**src/rtl/fetch_stage_pkg.sv**
```systemverilog
// Shared IF/ID definitions: bus widths, reset PC and fetch FSM encoding.
// Latency: n/a (types and constants only).
// Backpressure: n/a.
// Contents: FS_TO_DS_BUS_WD / BR_BUS_WD (also used by ID), RESET_PC_DEFAULT,
//           fs_state_e (S_REQ/S_WAIT/S_HOLD), br_bus_t and fs_to_ds_t layouts.
package fetch_stage_pkg;

    localparam int FS_TO_DS_BUS_WD = 64;
    localparam int BR_BUS_WD       = 34;

    localparam logic [31:0] RESET_PC_DEFAULT = 32'h1c00_0000;

    typedef enum logic [1:0] {
        S_REQ  = 2'd0,
        S_WAIT = 2'd1,
        S_HOLD = 2'd2
    } fs_state_e;

    // Branch bus driven by ID: only the cancel bit redirects fetch.
    typedef struct packed {
        logic        taken_cancel;
        logic        taken;
        logic [31:0] target;
    } br_bus_t;

    // IF->ID payload.
    typedef struct packed {
        logic [31:0] inst;
        logic [31:0] pc;
    } fs_to_ds_t;

endpackage

```
**src/rtl/fetch_stage_if.sv**
```systemverilog
// SRAM-like instruction port: req/addr_ok request phase, data_ok response phase.
// Latency: set by the memory; at most one request outstanding from IF.
// Backpressure: memory stalls a request by holding addr_ok low.
// Ports: master = fetch side (drives req/wr/size/wstrb/addr/wdata),
//        slave  = memory side (drives addr_ok/data_ok/rdata).
interface fetch_stage_if;

    logic        inst_sram_req;
    logic        inst_sram_wr;
    logic [1:0]  inst_sram_size;
    logic [3:0]  inst_sram_wstrb;
    logic [31:0] inst_sram_addr;
    logic [31:0] inst_sram_wdata;
    logic        inst_sram_addr_ok;
    logic        inst_sram_data_ok;
    logic [31:0] inst_sram_rdata;

    modport master (
        output inst_sram_req, inst_sram_wr, inst_sram_size, inst_sram_wstrb,
               inst_sram_addr, inst_sram_wdata,
        input  inst_sram_addr_ok, inst_sram_data_ok, inst_sram_rdata
    );

    modport slave (
        input  inst_sram_req, inst_sram_wr, inst_sram_size, inst_sram_wstrb,
               inst_sram_addr, inst_sram_wdata,
        output inst_sram_addr_ok, inst_sram_data_ok, inst_sram_rdata
    );

endinterface

```
**src/rtl/fetch_stage.sv**
```systemverilog
// IF stage: fetches one instruction at a time over inst_sram and hands {inst, pc} to ID.
// Latency: REQ->WAIT->HOLD, 3 cycles/inst with zero-wait memory (2 with FS_BYPASS_EN).
// Backpressure: holds the buffered instruction while ds_allowin=0; no new request meanwhile.
// Ports: clk, reset (sync, active-high); ds_allowin, br_bus from ID;
//        fs_to_ds_valid/fs_to_ds_bus to ID; inst_sram (fetch_stage_if.master).
// Optional macro FS_BYPASS_EN: forward rdata straight to ID when data_ok meets ds_allowin.
module fetch_stage
    import fetch_stage_pkg::*;
#(
    parameter logic [31:0] RESET_PC = RESET_PC_DEFAULT
) (
    input  logic                       clk,
    input  logic                       reset,
    input  logic                       ds_allowin,
    input  logic [BR_BUS_WD-1:0]       br_bus,
    output logic                       fs_to_ds_valid,
    output logic [FS_TO_DS_BUS_WD-1:0] fs_to_ds_bus,
    fetch_stage_if.master              inst_sram
);

    fs_state_e   r_state;
    logic [31:0] r_pc;
    logic        r_discard;     // outstanding response belongs to a wrong path
    logic        r_redir_pend;  // redirect seen while the request was still unaccepted
    logic [31:0] r_redir_tgt;
    fs_to_ds_t   r_inst_buf;

    br_bus_t     w_br;
    logic        w_redirect;
    logic        w_addr_ok;
    logic        w_data_ok;
    logic [31:0] w_rdata;
    logic        w_unused_br_taken;

    assign w_br       = br_bus;
    assign w_redirect = w_br.taken_cancel;
    assign w_addr_ok  = inst_sram.inst_sram_addr_ok;
    assign w_data_ok  = inst_sram.inst_sram_data_ok;
    assign w_rdata    = inst_sram.inst_sram_rdata;
    // A taken branch without cancel needs no action in IF.
    assign w_unused_br_taken = w_br.taken;

    // Request is decoded from state; reset gates it so nothing issues during reset.
    assign inst_sram.inst_sram_req   = (r_state == S_REQ) && !reset;
    assign inst_sram.inst_sram_addr  = r_pc;
    assign inst_sram.inst_sram_wr    = 1'b0;
    assign inst_sram.inst_sram_size  = 2'b10;
    assign inst_sram.inst_sram_wstrb = 4'b0000;
    assign inst_sram.inst_sram_wdata = 32'h0000_0000;

`ifdef FS_BYPASS_EN
    logic w_bypass;
    assign w_bypass = (r_state == S_WAIT) && w_data_ok && !r_discard && !w_redirect
                      && ds_allowin && !reset;
    assign fs_to_ds_valid = w_bypass || ((r_state == S_HOLD) && !w_redirect && !reset);
    assign fs_to_ds_bus   = w_bypass ? {w_rdata, r_pc} : r_inst_buf;
`else
    // A redirect in HOLD kills the buffered instruction in the same cycle.
    assign fs_to_ds_valid = (r_state == S_HOLD) && !w_redirect && !reset;
    assign fs_to_ds_bus   = r_inst_buf;
`endif

    always_ff @(posedge clk) begin
        if (reset) begin
            r_state      <= S_REQ;
            r_pc         <= RESET_PC;
            r_discard    <= 1'b0;
            r_redir_pend <= 1'b0;
            r_redir_tgt  <= 32'h0000_0000;
            r_inst_buf   <= '0;
        end else begin
            case (r_state)
                S_REQ: begin
                    if (w_addr_ok) begin
                        r_state <= S_WAIT;
                        if (w_redirect) begin
                            // Newest target wins over any pending one.
                            r_discard    <= 1'b1;
                            r_pc         <= w_br.target;
                            r_redir_pend <= 1'b0;
                        end else if (r_redir_pend) begin
                            r_discard <= 1'b1;
                        end
                    end else if (w_redirect) begin
                        // Address must stay stable until accepted, so park the target.
                        r_redir_tgt  <= w_br.target;
                        r_redir_pend <= 1'b1;
                    end
                end
                S_WAIT: begin
                    if (w_data_ok) begin
                        r_discard <= 1'b0;
                        if (w_redirect) begin
                            r_pc         <= w_br.target;
                            r_redir_pend <= 1'b0;
                            r_state      <= S_REQ;
                        end else if (r_discard) begin
                            r_state <= S_REQ;
                            if (r_redir_pend) begin
                                r_pc         <= r_redir_tgt;
                                r_redir_pend <= 1'b0;
                            end
`ifdef FS_BYPASS_EN
                        end else if (ds_allowin) begin
                            r_pc    <= r_pc + 32'd4;
                            r_state <= S_REQ;
`endif
                        end else begin
                            r_inst_buf <= '{inst: w_rdata, pc: r_pc};
                            r_state    <= S_HOLD;
                        end
                    end else if (w_redirect) begin
                        r_discard    <= 1'b1;
                        r_pc         <= w_br.target;
                        r_redir_pend <= 1'b0;
                    end
                end
                S_HOLD: begin
                    if (w_redirect) begin
                        r_pc    <= w_br.target;
                        r_state <= S_REQ;
                    end else if (ds_allowin) begin
                        r_pc    <= r_pc + 32'd4;
                        r_state <= S_REQ;
                    end
                end
                default: r_state <= S_REQ;
            endcase
        end
    end

endmodule

```
**src/flat_wrapper.sv**
```systemverilog
// flat-port wrapper written by rule: the top's interface ports become plain ports
module fetch_stage_flat import fetch_stage_pkg::*;
#(
    parameter logic [31:0] RESET_PC = RESET_PC_DEFAULT
)
  (clk, reset, ds_allowin, br_bus, fs_to_ds_valid, fs_to_ds_bus, inst_sram_inst_sram_req, inst_sram_inst_sram_wr, inst_sram_inst_sram_size, inst_sram_inst_sram_wstrb, inst_sram_inst_sram_addr, inst_sram_inst_sram_wdata, inst_sram_inst_sram_addr_ok, inst_sram_inst_sram_data_ok, inst_sram_inst_sram_rdata);
  fetch_stage_if inst_sram_i ();
  input  logic clk;
  input  logic reset;
  input  logic ds_allowin;
  input  logic [BR_BUS_WD-1:0] br_bus;
  output logic fs_to_ds_valid;
  output logic [FS_TO_DS_BUS_WD-1:0] fs_to_ds_bus;
  output wire logic [$bits(inst_sram_i.inst_sram_req)-1:0] inst_sram_inst_sram_req;
  output wire logic [$bits(inst_sram_i.inst_sram_wr)-1:0] inst_sram_inst_sram_wr;
  output wire logic [$bits(inst_sram_i.inst_sram_size)-1:0] inst_sram_inst_sram_size;
  output wire logic [$bits(inst_sram_i.inst_sram_wstrb)-1:0] inst_sram_inst_sram_wstrb;
  output wire logic [$bits(inst_sram_i.inst_sram_addr)-1:0] inst_sram_inst_sram_addr;
  output wire logic [$bits(inst_sram_i.inst_sram_wdata)-1:0] inst_sram_inst_sram_wdata;
  input wire logic [$bits(inst_sram_i.inst_sram_addr_ok)-1:0] inst_sram_inst_sram_addr_ok;
  input wire logic [$bits(inst_sram_i.inst_sram_data_ok)-1:0] inst_sram_inst_sram_data_ok;
  input wire logic [$bits(inst_sram_i.inst_sram_rdata)-1:0] inst_sram_inst_sram_rdata;
  assign inst_sram_inst_sram_req = inst_sram_i.inst_sram_req;
  assign inst_sram_inst_sram_wr = inst_sram_i.inst_sram_wr;
  assign inst_sram_inst_sram_size = inst_sram_i.inst_sram_size;
  assign inst_sram_inst_sram_wstrb = inst_sram_i.inst_sram_wstrb;
  assign inst_sram_inst_sram_addr = inst_sram_i.inst_sram_addr;
  assign inst_sram_inst_sram_wdata = inst_sram_i.inst_sram_wdata;
  assign inst_sram_i.inst_sram_addr_ok = inst_sram_inst_sram_addr_ok;
  assign inst_sram_i.inst_sram_data_ok = inst_sram_inst_sram_data_ok;
  assign inst_sram_i.inst_sram_rdata = inst_sram_inst_sram_rdata;
  fetch_stage #(.RESET_PC(RESET_PC)) u_core (.clk(clk), .reset(reset), .ds_allowin(ds_allowin), .br_bus(br_bus), .fs_to_ds_valid(fs_to_ds_valid), .fs_to_ds_bus(fs_to_ds_bus), .inst_sram(inst_sram_i));
endmodule
```
**config.mk**
```make
export PLATFORM = sky130hd
export DESIGN_NAME = fetch_stage_flat
export DESIGN_NICKNAME = d
export VERILOG_FILES = /design/src/rtl/fetch_stage_pkg.sv /design/src/rtl/fetch_stage_if.sv /design/src/rtl/fetch_stage.sv /design/src/flat_wrapper.sv
export SDC_FILE = /design/constraint.sdc
export NUM_CORES = 1
export LEC_CHECK = 0
export ABC_AREA = 1
export CORE_ASPECT_RATIO = 1.1
export CORE_MARGIN = 5
export CORE_UTILIZATION = 48
export CTS_CLUSTER_SIZE = 14
export DETAILED_ROUTE_END_ITERATION = 8
export PLACE_DENSITY = 0.81
export REMOVE_ABC_BUFFERS = 1
export SLEW_MARGIN = 20
export SYNTH_ARGS = -nofsm -noshare
export SYNTH_HDL_FRONTEND = slang
export SYNTH_SLANG_ARGS = --single-unit
```
**constraint.sdc**
```tcl
create_clock -name clk -period 2.7 [get_ports clk]
set_clock_uncertainty 0.15 [all_clocks]
set_input_delay 0.27 -clock clk [delete_from_list [all_inputs] [get_ports clk]]
set_output_delay 0.27 -clock clk [all_outputs]
set_load 0.005 [all_outputs]
```
==> metrics.log <==
INFO  metric startpoint_type = register
INFO  metric p_per_area = roughly 670 mW/mm^2
INFO  metric drv_cap = 0
INFO  metric final.period_utilization = 0.925
INFO  metric finalSetupTns = 0 ns
INFO  metric dominantRegCellSynth = sky130_fd_sc_hd__dfxtp_1
INFO  metric buffer_ports.inserted = 167
INFO  metric mappedNetlistArea = about 0.007 mm^2
INFO  metric layout_area_overhead = 35.2%
INFO  metric antenna-diode-count = 0
INFO  metric die_w = 125 um
INFO  metric critPathMostFrequentCell = sky130_fd_sc_hd__inv_4
INFO  metric crit_buf_inv = 4
INFO  metric design.final.nets = roughly 1300
INFO  metric post_cts_hold_buffer_count = 0
INFO  metric criticalPathCategory = reg2out
INFO  metric cp_endpoint_kind = primary output
INFO  metric clk-insertion-delay-late = 0.43 ns
INFO  metric setup_viol_count_final = 0
INFO  metric syn-instance-count = ~1000
INFO  metric grt_antenna_before_repair = 0
INFO  metric seq_area_frac_synth = 0.377
INFO  metric post_drt_wl_per_cell = about 15 um
INFO  metric synth_area_leaders = sky130_fd_sc_hd__dfxtp_1, sky130_fd_sc_hd__o21ai_0, sky130_fd_sc_hd__nand2_1
INFO  metric cts_max_level = 4
INFO  metric gr-total-overflow = 0
INFO  metric vdd_drop_max = 0.441 mV
INFO  metric wirelength = between 20000 and 25000 um
INFO  metric switchingPower = around 0.0018 W
INFO  metric synthesis.area_per_instance = between 6 and 7 um^2
INFO  metric p_sw_frac = 0.278
INFO  metric worst_path_largest_cell_delay = approximately 0.54 ns
INFO  metric count_of_flip_flops_with_a_built_in_enable_after_synthesis = 0
INFO  metric grt_max_degree = 77
INFO  metric path_max_fanout = 7
INFO  metric layout_setup_ws = slightly above 0.2 ns
INFO  metric cts_inserted_buffers = 17
INFO  metric cts.repair.resized = 0
INFO  metric final_cells = around 1400
INFO  metric grt.total_usage = 0.241
INFO  metric core_region_area = 0.0144 mm^2
INFO  metric power.share.clock = 0.422
INFO  metric seq_power_share = 0.361
INFO  metric maxClockFrequency = between 400 and 500 MHz
INFO  metric clock-sinks = 132
INFO  metric tritoncts = yes
INFO  metric clock_path_buffers = 2
INFO  metric post-cts-setup-buffer-count = 0
INFO  metric drt-pass1-iter-count = 5
INFO  metric report.final.slew_viol_count = 0
INFO  metric grt_first_pass_wirelength = about 34000 um
INFO  metric path_delay_family = buffers and inverters
INFO  metric dieArea = 0.0171 mm^2
INFO  metric gp_congestion = 0.982
INFO  metric post-synth-top-area-cell = sky130_fd_sc_hd__dfxtp_1
INFO  metric place_ws = roughly 0.38 ns
INFO  metric worstPathRequired = around 2.3 ns
INFO  metric std_cell_rows = 46
INFO  metric synth-seq-cells = 132
INFO  metric post-synth-top-area-fraction = 0.377
INFO  metric finalHoldWorstSlack = slightly below 0.3 ns
INFO  metric drt-vias-per-instance = between 5 and 6
INFO  metric floorplan.die.height = around 140 um
INFO  metric num_vias = approximately 7400
INFO  metric final.min_clock_period = roughly 2.5 ns
INFO  metric power_frac_comb = 0.217
INFO  metric yosysWarnings = 0
INFO  metric num_io_pins = ~210
INFO  metric residual_antenna_violating_net_count_after_detailed_routing = 0
INFO  metric holdCritPathClass = in2reg
INFO  metric route.detailed.drc = 0
INFO  metric cellInternalPower = between 0.004 and 0.005 W
INFO  metric crit_arrival = 2.08 ns
INFO  metric final_hold_viol_count = 0
INFO  metric hpwlAfterDp = 14600 um
INFO  metric drtIter0Drc = 644
INFO  metric timing.critical_path.cells = inv_1 > ha_1 > inv_4 > nor2_4 > inv_4 > nor2_1 > clkdlybuf4s50_1
INFO  metric final_layout_size_suffix_gt1_frac = 0.0718
INFO  metric grt_pass1_vias = between 6000 and 7000
INFO  metric root_buffer = sky130_fd_sc_hd__clkbuf_16
INFO  metric leakagePower = roughly 3.7 nW
INFO  metric crit_path_top_delay_cell = sky130_fd_sc_hd__clkdlybuf4s50_1
INFO  metric dp.cells = around 1400
INFO  metric initial_utilization = 0.487
INFO  metric synthArstFlopShare = 0
INFO  metric run_status = completed
INFO  metric setup_repair_after_global_routing_missed_its_margin = no
INFO  metric synth_cell_type_count = 38
INFO  metric clk_pin_slew = approximately 0.060 ns
-- power by group through the flow --
stage | Combinational (W) | Sequential (W) | Clock [W]
3_3_place_gp | 0.00134 | 0.00233 | 0
2_1_floorplan | 0.000665 | 0.00230 | 0
3_5_place_dp | 0.00135 | 0.00233 | 0
5_1_grt | 0.00152 | 0.00232 | 0.00281
6_report | 0.00138 | 0.00230 | 0.00269
4_1_cts | 0.00137 | 0.00229 | 0.00272
-- cell usage after synthesis, types with 2 or more instances --
library cell and instances:
sky130_fd_sc_hd__a221oi_1 9, sky130_fd_sc_hd__dfxtp_1 132, sky130_fd_sc_hd__o21ai_0 145, sky130_fd_sc_hd__buf_2 18
sky130_fd_sc_hd__a211oi_1 10, sky130_fd_sc_hd__buf_4 43, sky130_fd_sc_hd__nor2_8 2, sky130_fd_sc_hd__o21a_1 2
sky130_fd_sc_hd__o21ai_1 3, sky130_fd_sc_hd__nand3_1 50, sky130_fd_sc_hd__conb_1 2, sky130_fd_sc_hd__o211ai_1 5
sky130_fd_sc_hd__o32ai_1 2, sky130_fd_sc_hd__buf_1 2, sky130_fd_sc_hd__clkbuf_1 34, sky130_fd_sc_hd__a31oi_1 7
sky130_fd_sc_hd__inv_4 3, sky130_fd_sc_hd__nor2_4 4, sky130_fd_sc_hd__nor3_1 10, sky130_fd_sc_hd__o22ai_1 8
sky130_fd_sc_hd__nor2_1 154, sky130_fd_sc_hd__nor2_2 3, sky130_fd_sc_hd__nand4_1 9, sky130_fd_sc_hd__o221ai_1 2
sky130_fd_sc_hd__nand2_1 180, sky130_fd_sc_hd__nand2_4 2, sky130_fd_sc_hd__ha_1 5, sky130_fd_sc_hd__a21oi_1 102
sky130_fd_sc_hd__buf_6 2, sky130_fd_sc_hd__inv_1 81, sky130_fd_sc_hd__inv_2 2
-- final cells by class --
| cell class | instances | area [um^2] |
|---|---|---|
| clock inverters | 11 | 230 |
| fillers | 1277 | 4920 |
| well taps | 192 | 240 |
| flip-flops and latches | 132 | 2640 |
| clock buffers | 20 | 447 |
| repair buffers | 202 | 1980 |
| inverters | 87 | 334 |
| multi-input cells | 759 | 3600 |
-- state kept, by name, summed over array words and instances, names as in the netlist --
name                             cells
u_core.fs_to_ds_bus                 64
u_core.inst_sram.inst_sram_addr     32
u_core.r_discard                     1
u_core.r_state                       2
u_core.r_redir_tgt                  32
u_core.r_redir_pend                  1
-- kinds of logic (layout without fill, tap and decap cells) --
logic type,count (synthesis),after routing,synth area share
AND/OR/NAND/NOR,416,416,0.250
AO/OA/AOI/OAI,299,299,0.233
buffers and inverters,186,320,0.129
flip-flops,132,132,0.377
adder cells (fa/ha/maj),5,5,0.00893
other,2,39,0.00107
-- worst reg2reg max path, delay by kind of cell, from the launching register on --
kind,cells,cell delay (ns)
adders and majority gates,1,0.59
and+or+nand+nor,1,0.42
buffers and inverters,2,0.32
AOI/OAI and AO/OA,3,0.49
DFF,1,0.38
-- layer usage --
layer | track usage | vias up | part of all wire
li1 | - | 3701 | -
met1 | 0.304 | 3305 | 0.42
met2 | 0.406 | 373 | 0.48
met3 | 0.0523 | 49 | 0.084
met4 | 0.0946 | 0 | 0.023
met5 | 0 | - | 0
-- placed cells by master (no fill, tap or decap), types with 8 or more instances in the layout --
cell                              instances
sky130_fd_sc_hd__nand4_1                  9
sky130_fd_sc_hd__nor3_1                  10
sky130_fd_sc_hd__clkdlybuf4s50_1        166
sky130_fd_sc_hd__dfxtp_1                132
sky130_fd_sc_hd__a221oi_1                 9
sky130_fd_sc_hd__o22ai_1                  8
sky130_fd_sc_hd__o21ai_0                145
sky130_fd_sc_hd__nor2_1                 154
sky130_fd_sc_hd__inv_1                   79
sky130_fd_sc_hd__a21oi_1                102
sky130_fd_sc_hd__nand3_1                 50
sky130_fd_sc_hd__buf_4                   31
sky130_fd_sc_hd__conb_1                  39
sky130_fd_sc_hd__clkbuf_16               17
sky130_fd_sc_hd__nand2_1                180
sky130_fd_sc_hd__a211oi_1                10
-- per-stage QoR --
step / total power [W] / cell area [um^2] / utilization
finish: 0.00637 / 9470 / 0.658
global route: 0.00665 / 9470 / 0.658
CTS: 0.00638 / 9460 / 0.658
detailed placement: 0.00369 / 8780 / 0.611
global placement: 0.00366 / 8780 / 0.611
floorplan: 0.00297 / 6570 / -
-- worst paths after layout --
kind,startpoint,end,slack [ns],cells after the start
max,u_core.r_state[0]$_SDFFE_PP0P_,fs_to_ds_valid,0.20,7
min,br_bus[33],u_core.r_redir_tgt[6]$_SDFFE_PP0P_,0.29,4
max reg2reg,u_core.r_state[1]$_SDFFE_PP0P_,u_core.inst_sram.inst_sram_addr[13]$_SDFFE_PP0P_,0.29,7
min reg2reg,u_core.r_redir_tgt[29]$_SDFFE_PP0P_,u_core.r_redir_tgt[29]$_SDFFE_PP0P_,0.29,2
Power figures use the tool's default switching activity.
